**src/rtl/store_buffer_pkg.sv**
```systemverilog
// Shared constants for the store buffer: byte-enable patterns,
// store size encoding and the default queue depth.
package store_buffer_pkg;

    localparam logic [3:0] BE_BYTE0 = 4'b0001;
    localparam logic [3:0] BE_HALF0 = 4'b0011;
    localparam logic [3:0] BE_WORD  = 4'b1111;

    localparam int STORE_BUF_DEPTH = 4;

    typedef enum logic [1:0] {
        SZ_BYTE = 2'd0,
        SZ_HALF = 2'd1,
        SZ_WORD = 2'd2
    } sz_e;

endpackage

```
**src/rtl/store_lane_align.sv**
```systemverilog
// Moves zero-extended store data onto its byte lane, builds the
// byte enables and flags misaligned halfword/word stores.
module store_lane_align
    import store_buffer_pkg::*;
(
    input  logic [1:0]  i_off,
    input  logic [31:0] i_data,
    input  logic        i_sb,
    input  logic        i_sh,
    output logic [31:0] o_wdata,
    output logic [3:0]  o_be,
    output logic        o_misalign
);

    sz_e w_sz;

    // halfword wins when both size flags are set
    assign w_sz = i_sh ? SZ_HALF : (i_sb ? SZ_BYTE : SZ_WORD);

    always_comb begin
        o_wdata    = i_data;
        o_be       = BE_WORD;
        o_misalign = 1'b0;
        unique case (w_sz)
            SZ_BYTE: begin
                o_wdata = {24'b0, i_data[7:0]} << {i_off, 3'b000};
                o_be    = BE_BYTE0 << i_off;
            end
            SZ_HALF: begin
                o_wdata    = {16'b0, i_data[15:0]} << {i_off[1], 4'b0000};
                o_be       = BE_HALF0 << {i_off[1], 1'b0};
                o_misalign = i_off[0];
            end
            default: begin
                o_misalign = (i_off != 2'b00);
            end
        endcase
    end

endmodule

```
**src/rtl/store_buffer.sv**
```systemverilog
// Store queue: aligns stores, buffers them in a small FIFO, drains
// them over a req/ack write port and flags loads to pending words.
module store_buffer
    import store_buffer_pkg::*;
#(
    parameter int DEPTH  = STORE_BUF_DEPTH,
    parameter int ADDR_W = 32
) (
    input  logic              clk,
    input  logic              rst_n,
    input  logic              st_valid,
    input  logic [ADDR_W-1:0] st_addr,
    input  logic [31:0]       st_data,
    input  logic              st_sb,
    input  logic              st_sh,
    output logic              st_stall,
    output logic              st_misalign,
    input  logic              ld_valid,
    input  logic [ADDR_W-1:0] ld_addr,
    output logic              ld_hazard,
    output logic              mem_req,
    output logic [ADDR_W-1:0] mem_addr,
    output logic [31:0]       mem_wdata,
    output logic [3:0]        mem_be,
    input  logic              mem_ack,
    output logic              empty
);

    localparam int PW = $clog2(DEPTH);
    localparam int CW = PW + 1;

    logic [ADDR_W-3:0] r_addr [DEPTH];
    logic [31:0]       r_data [DEPTH];
    logic [3:0]        r_be   [DEPTH];
    logic [PW-1:0]     r_wptr;
    logic [PW-1:0]     r_rptr;
    logic [CW-1:0]     r_count;

    logic [31:0] w_wdata;
    logic [3:0]  w_be;
    logic        w_mis;
    logic        w_push;
    logic        w_pop;
    logic        w_hit;
    logic [1:0]  w_unused;

    store_lane_align u_align (
        .i_off      (st_addr[1:0]),
        .i_data     (st_data),
        .i_sb       (st_sb),
        .i_sh       (st_sh),
        .o_wdata    (w_wdata),
        .o_be       (w_be),
        .o_misalign (w_mis)
    );

    assign st_stall    = (r_count == CW'(DEPTH));
    assign st_misalign = st_valid & ~st_stall & w_mis;
    assign w_push      = st_valid & ~st_stall & ~w_mis;
    assign mem_req     = (r_count != '0);
    assign w_pop       = mem_req & mem_ack;
    assign empty       = ~mem_req;

    always_ff @(posedge clk or negedge rst_n) begin
        if (!rst_n) begin
            for (int i = 0; i < DEPTH; i++) begin
                r_addr[i] <= '0;
                r_data[i] <= '0;
                r_be[i]   <= '0;
            end
            r_wptr  <= '0;
            r_rptr  <= '0;
            r_count <= '0;
        end else begin
            if (w_push) begin
                r_addr[r_wptr] <= st_addr[ADDR_W-1:2];
                r_data[r_wptr] <= w_wdata;
                r_be[r_wptr]   <= w_be;
                r_wptr         <= r_wptr + 1'b1;
            end
            if (w_pop) begin
                r_rptr <= r_rptr + 1'b1;
            end
            if (w_push && !w_pop) begin
                r_count <= r_count + 1'b1;
            end else if (!w_push && w_pop) begin
                r_count <= r_count - 1'b1;
            end
        end
    end

    // head outputs are forced to zero while nothing is pending
    assign mem_addr  = mem_req ? {r_addr[r_rptr], 2'b00} : '0;
    assign mem_wdata = mem_req ? r_data[r_rptr] : '0;
    assign mem_be    = mem_req ? r_be[r_rptr] : '0;

    // an entry is live when its distance from the head is below count
    always_comb begin
        logic [PW-1:0] v_dist;
        w_hit  = 1'b0;
        v_dist = '0;
        for (int i = 0; i < DEPTH; i++) begin
            v_dist = PW'(i) - r_rptr;
            if (({1'b0, v_dist} < r_count) &&
                (r_addr[i] == ld_addr[ADDR_W-1:2])) begin
                w_hit = 1'b1;
            end
        end
    end

    assign ld_hazard = ld_valid & w_hit;
    assign w_unused  = ld_addr[1:0];

endmodule

```
**config.mk**
```make
export PLATFORM = sky130hd
export DESIGN_NAME = store_buffer
export DESIGN_NICKNAME = d
export VERILOG_FILES = /design/src/rtl/store_buffer_pkg.sv /design/src/rtl/store_lane_align.sv /design/src/rtl/store_buffer.sv
export SDC_FILE = /design/constraint.sdc
export NUM_CORES = 1
export LEC_CHECK = 0
export ABC_AREA = 1
export CAP_MARGIN = 10
export CORE_MARGIN = 2
export CORE_UTILIZATION = 40
export DETAILED_ROUTE_END_ITERATION = 12
export GPL_TIMING_DRIVEN = 0
export PLACE_DENSITY = 0.69
export SYNTH_ARGS = -nofsm -noshare
export SYNTH_HDL_FRONTEND = slang
export SYNTH_SLANG_ARGS = --single-unit
```
**constraint.sdc**
```tcl
create_clock -name clk -period 4.1 [get_ports clk]
set_input_delay 0.82 -clock clk [delete_from_list [all_inputs] [get_ports clk]]
set_output_delay 0.82 -clock clk [all_outputs]
set_load 0.01 [all_outputs]
```
==> flow_metrics.py, run 1 <==
metrics = {
    "clocking": {
        "hold_buffers": 0,
        "clock_latency_ns": 0.56,
        "cts_num_sinks": 271,
        "cts_tree": "done",
        "cts_made_buffers": 30,
        "htreeDepth": 1,
        "clockBufferDepth": 3,
        "path_clk_slew_ns": 0.06,
        "clockRootBuffer": "clkbuf_16",
    },
    "timing": {
        "hold_ws_ns": 0.164,
        "skew_ns": 0.00879,
        "relSlewSlack": 0.474,
        "fin_crit_sh": 0.977,
        "rsz0062_at_grt": "no",
        "period_needed_ns": 4.01,
        "slew_viol_final": 0,
        "final_hold_viol_count": 0,
        "worstMarginPinSlew_ns": 0.789,
        "setup_viol": 0,
        "max_freq_mhz": 250,
    },
    "floorplanning": {
        "dieArea_um2": 36900,
        "io_pins": 176,
        "initial_core_util": 0.408,
        "die_h_um": 192,
        "design.core.area_um2": 34700,
        "rows": 68,
        "die-width_um": 192,
    },
    "placed_design": {
        "portBuffers": 156,
        "gp_congestion": 0.948,
        "dpl.hpwl_um": 33700,
    },
    "routing": {
        "drc": 0,
        "wl_per_cell_um": 19.5,
        "dr.pass1.iters": 5,
        "avgViaCountPerCell": 5.46,
        "postRouteAntennaNets": 0,
        "vias": 13300,
        "wl_um": 47300,
        "drtIter0Drc": 1439,
    },
    "pwr": {
        "ir_worst_vdd_mv": 0.553,
        "cellPowerDensity_nw_per_um2": 790,
        "p_total_mw": 13.7,
        "power_leakage_nw": 8.11,
    },
    "worst_setup_path": {
        "critPathSlowestCell": "clkdlybuf4s50_1",
        "critPathTopFamily": "buffers and inverters",
        "crit_type": "flip-flop to output pin",
        "end_kind": "output pin",
        "worst-path-buf-inv": 3,
        "cp_cell_sequence": "nor2_1, buf_2, clkbuf_1, a22oi_1, a31oi_1, clkdlybuf4s50_1",
        "crit_fanout": 10,
        "critPathLaunchType": "flip-flop",
        "cpPeakStageDelay_ns": 0.60,
        "arrival_ns": 3.19,
        "required_ns": 3.28,
    },
    "synthesis": {
        "synth_xor_area_frac": 0.0624,
        "synthAdderAreaFrac": 0.00936,
        "synth_top_family_by_area": "simple AND/OR/NAND/NOR gates",
        "synth_compound_area_frac": 0.157,
        "synth-edff-count": 0,
        "synth_flop_cell": "dfrtp_1",
        "ys_seq_area_frac": 0.479,
        "synth.avg_cell_area_um2": 8.04,
        "synthArstFlopShare": 1.00,
        "muxShareOfSynthArea": 0,
        "syn_area_um2": 14200,
        "ys_types": 38,
        "synthSimpleGateAreaFrac": 0.200,
        "synth-seq-cells": 271,
        "syn_inst": 1762,
        "ys_warn_count": 0,
    },
    "hold_path": {
        "hp-class": "primary input to async pin",
    },
    "grt": {
        "grt_pass1_wl_um": 73400,
        "grt_overflow": 0,
        "grt_util_all_layers": 0.257,
        "grt_max_degree": 118,
        "grt_pass1_vias": 13000,
        "antenna_found_initial": 1,
    },
    "cells_and_area": {
        "nNetsFinal": 2066,
        "drive_gt1_frac": 0.0684,
        "final_util": 0.500,
        "area_growth_pct": 22.4,
    },
    "flow_run": {
        "drv_cap": 0,
    },
    "status": {
        "status": "finished, final reports clean",
    },
}
-- Yosys cell counts, types with 3 or more instances --
library cell  count  area [um^2]
xor2_1           34          298
a22oi_1          32          240
nor2_1          103          387
ha_1              9          113
o21ai_0         150          751
o221ai_1          6         52.6
a21oi_1           4         20.0
nand2_8           4         80.1
a221oi_1         35          307
nor3_1            4         20.0
inv_1           173          649
nand4_1           8         50.1
nand3_1          50          250
clkinv_1          3         11.3
dfrtp_1         271         6780
buf_6            16          180
o22ai_1          35          219
xnor2_1          67          587
o21ai_1          77          385
nand2_1         535         2010
a31oi_1          32          200
clkbuf_1         46          173
buf_2            43          215
inv_2             6         22.5
-- final cells by class --
cell class | count | area, um^2
Multi-Input combinational cell | 1199 | 6090
Clock inverter | 10 | 108
Antenna cell | 1 | 2.50
Timing Repair Buffer | 158 | 1620
Tap cell | 455 | 569
Buffer | 110 | 628
Clock buffer | 42 | 847
Fill cell | 3347 | 17400
Sequential cell | 271 | 6780
Inverter | 183 | 692
-- final timing paths --
kind                          endpoint  slack (ns)        start  cells after the start
max                        mem_addr[3]        0.09    r_rptr[1]                      6
min                         r_addr[76]        0.16        rst_n                      1
max reg2reg                 r_count[2]        1.45   r_count[0]                     10
min reg2reg                r_data[115]        0.48  r_data[115]                      2
max in group asynchronous   r_data[28]        2.99        rst_n                      2
min in group clk           r_data[115]        0.48  r_data[115]                      2
-- sequential cells by signal (all words and copies together) (netlist names) --
| signal | cells |
|---|---|
| r_rptr | 2 |
| r_count | 3 |
| r_addr | 120 |
| r_be | 16 |
| r_wptr | 2 |
| r_data | 128 |
-- report_power, final --
part / leakage, nW / switching (mW) / internal, mW
clock network: 0.461 / 1.11 / 1.55
registers: 3.44 / 0.888 / 3.88
logic: 4.21 / 3.62 / 2.66
total: 8.11 / 5.61 / 8.10
-- metal layers --
layer,routed length (um),track usage
met5,0,0
met3,4620,0.0420
met1,19600,0.353
met4,1370,0.0840
met2,21700,0.415
-- cell usage in the layout, fill, tap and decap left out, drive strengths merged, types with 8 or more instances in the layout --
| cell type | instances |
|---|---|
| clkinv | 8 |
| nor2 | 104 |
| xor2 | 34 |
| o21ai | 228 |
| clkbuf | 88 |
| a22oi | 32 |
| inv | 180 |
| nand3 | 50 |
| clkdlybuf4s50 | 154 |
| ha | 9 |
| nand2 | 541 |
| buf | 67 |
| dfrtp | 271 |
| a221oi | 35 |
| nand4 | 8 |
| a31oi | 32 |
| o22ai | 35 |
| xnor2 | 67 |
-- through the flow --
| stage | cell area, um^2 | worst slack [ns] | setup TNS (ns) | instances |
|---|---|---|---|---|
| after floorplan | 14200 | 1.40 | 0 | 1763 |
| after global placement | 16300 | -9.29 | -2507.95 | 2374 |
| after detailed placement | 16400 | 0.334 | 0 | 2376 |
| after CTS | 17300 | 0.0233 | 0 | 2428 |
| after global routing | 17300 | 0.0124 | 0 | 2428 |
| final | 17300 | 0.0924 | 0 | 2429 |
-- repair_timing --
item                                   in CTS  in global routing
resized for setup                           6                  9
buffers inserted                            0                  0
setup endpoints to repair                   2                  5
endpoints found under the hold margin       0                  0
-- worst register-to-register path: cells and delay by family, from the launching register on --
family / cells / cell delay, ns
adder cells (fa/ha/maj): 2 / 0.55
buffers and inverters: 2 / 0.26
XOR/XNOR: 1 / 0.16
AO/OA/AOI/OAI: 2 / 0.27
AND/OR/NAND/NOR: 3 / 0.85
flip-flops: 1 / 0.44
-- kinds of logic after synthesis --
kind of cell             after synthesis
buffers and inverters                293
flip-flops                           271
XOR/XNOR                             101
AND/OR/NAND/NOR                      708
adder cells (fa/ha/maj)               10
AO/OA/AOI/OAI                        378
other                                  1
Power figures use the tool's default switching activity.
==> run 2: changes to the inputs <==
Clock period 4.1 ns to 5 ns, I/O delays scaled along.
==> flow_metrics.py, run 2 (same netlist as run 1, synthesis figures left out) <==
metrics = {
    "placed_design": {
        "place_inst": 2376,
        "placed_cell_area_um2": 16400,
        "gp_congestion": 0.948,
        "dpl.hpwl_um": 33700,
        "portBuffers": 156,
    },
    "cells_and_area": {
        "final_area_um2": 17300,
        "nNetsFinal": 2066,
        "largestRegisters": "r_data x128, r_addr x120, r_be x16",
        "final_cell_mix": "nand2_1 (535), dfrtp_1 (271), inv_1 (173)",
        "fill_cells": 3343,
        "seqCellArea_um2": 6780,
        "multi_input_area_um2": 6080,
        "regMostFlops": "r_data",
        "drive_gt1_frac": 0.0639,
        "area_growth_pct": 22.2,
        "instances_no_fill": 2429,
        "layout_commonest_cell": "nand2_1",
        "largest_reg_flops": 128,
    },
    "routing": {
        "wl_um": 47400,
        "vias": 13300,
        "dr.pass1.iters": 5,
        "avgViaCountPerCell": 5.46,
        "drtIter0Drc": 1354,
        "postRouteAntennaNets": 0,
        "drc": 0,
        "wl_per_cell_um": 19.5,
    },
    "worst_setup_path": {
        "reg2reg_from": "r_count[0]",
        "reg2reg_depth": 10,
        "arrival_ns": 3.54,
        "crit_type": "flip-flop to output pin",
        "critPathLaunchType": "flip-flop",
        "crit_fanout": 10,
        "required_ns": 4.00,
        "r2r_end": "r_count[2]",
        "ff2ff_setup_slack_ns": 2.37,
        "end_kind": "output pin",
    },
    "floorplanning": {
        "dieArea_um2": 36900,
        "initial_core_util": 0.408,
        "die-width_um": 192,
        "design.core.area_um2": 34700,
        "die_h_um": 192,
        "rows": 68,
        "io_pins": 176,
    },
    "clocking": {
        "ctsResizeCount": 0,
        "cts_made_buffers": 30,
        "clockBufferDepth": 3,
        "clock_latency_ns": 0.56,
        "hold_buffers": 0,
        "clockRootBuffer": "clkbuf_16",
        "htreeDepth": 1,
        "cts_tree": "done",
        "path_clk_slew_ns": 0.06,
        "postCtsSetupRepairBufs": 0,
        "cts_num_sinks": 271,
    },
    "grt": {
        "grt_pass1_vias": 13000,
        "top_usage_layer": "met2",
        "met2_usage": 0.415,
        "grt_util_all_layers": 0.257,
        "grt_max_degree": 118,
        "antenna_found_initial": 1,
        "met3_usage": 0.0420,
        "grt_pass1_wl_um": 73400,
        "grt_overflow": 0,
        "grt_use_met1": 0.353,
    },
    "timing": {
        "final_hold_viol_count": 0,
        "setup_viol": 0,
        "max_freq_mhz": 220,
        "worstMarginPinSlew_ns": 0.787,
        "slew_viol_final": 0,
        "rsz0062_at_grt": "no",
        "skew_ns": 0.00786,
        "relSlewSlack": 0.475,
        "period_needed_ns": 4.54,
        "fin_crit_sh": 0.908,
    },
    "pwr": {
        "ir_worst_vdd_mv": 0.455,
        "power_leakage_nw": 8.08,
        "p_total_mw": 11.2,
        "cellPowerDensity_nw_per_um2": 649,
    },
    "hold_path": {
        "hp-class": "primary input to async pin",
    },
    "status": {
        "status": "finished, final reports clean",
    },
    "flow_run": {
        "drv_cap": 0,
    },
}
==> run 2: cell count changes in the layout (fill, tap and decap cells not counted), sizes merged <==
cell,delta
dlymetal6s2s,-1
clkdlybuf4s50,+1
==> run 2: worst max path at each step <==
| stage | from | end | slack (ns) | cells after the start |
|---|---|---|---|---|
| finish | r_rptr[0] | ld_hazard | 0.46 | 16 |
| detailed placement | ld_addr[2] | ld_hazard | 0.91 | 12 |
| global placement | rst_n | r_data[83] | -8.57 | 1 |
| global route | r_rptr[0] | ld_hazard | 0.10 | 16 |
| floorplan | ld_addr[8] | ld_hazard | 2.06 | 13 |
| CTS | r_rptr[0] | ld_hazard | 0.45 | 16 |
==> run 2: layout make-up <==
class	instances	share of cell area
flip-flops and latches	271	0.392
multi-input cells	1199	0.351
repair buffers	158	0.0936
clock buffers	42	0.0489
inverters	183	0.0399
plain buffers	110	0.0356
well taps	455	0.0329
clock inverters	10	0.00621
diodes	1	0.000144
==> run 2: report_power, final <==
part           switching [mW]  internal (mW)
combinational            2.96           2.17
sequential              0.732           3.18
clock                   0.915           1.27
total                    4.61           6.62
==> run 2: per-stage QoR <==
step / utilization / hold slack [ns] / setup WS, ns / setup TNS (ns)
floorplan: - / 0.449 / 2.06 / 0
global placement: 0.470 / 0.461 / -8.57 / -2312.83
detailed placement: 0.471 / 0.468 / 0.908 / 0
CTS: 0.499 / 0.344 / 0.451 / 0
global route: 0.499 / 0.355 / 0.104 / 0
finish: 0.499 / 0.341 / 0.459 / 0
==> run 2: critical path: stages (launching register included) <==
cell and delay, ns:
dfrtp_1 0.43, inv_1 0.11, nor2_1 0.30, buf_2 0.37
nor2_1 0.14, inv_1 0.08, ha_1 0.22, inv_1 0.05
nor2_1 0.03, a22oi_1 0.14, nand3_1 0.12, nor2_1 0.16
nand3_1 0.09, nand2_1 0.07, nor2_1 0.05, nor2_1 0.08
clkdlybuf4s50_1 0.53
==> run 2: layer usage <==
layer | routed length, um | vias up | share of wire
met5 | 0 | - | 0
met4 | 1390 | 0 | 0.029
met3 | 4610 | 103 | 0.097
met2 | 21800 | 710 | 0.46
met1 | 19700 | 6349 | 0.41
li1 | - | 6089 | -
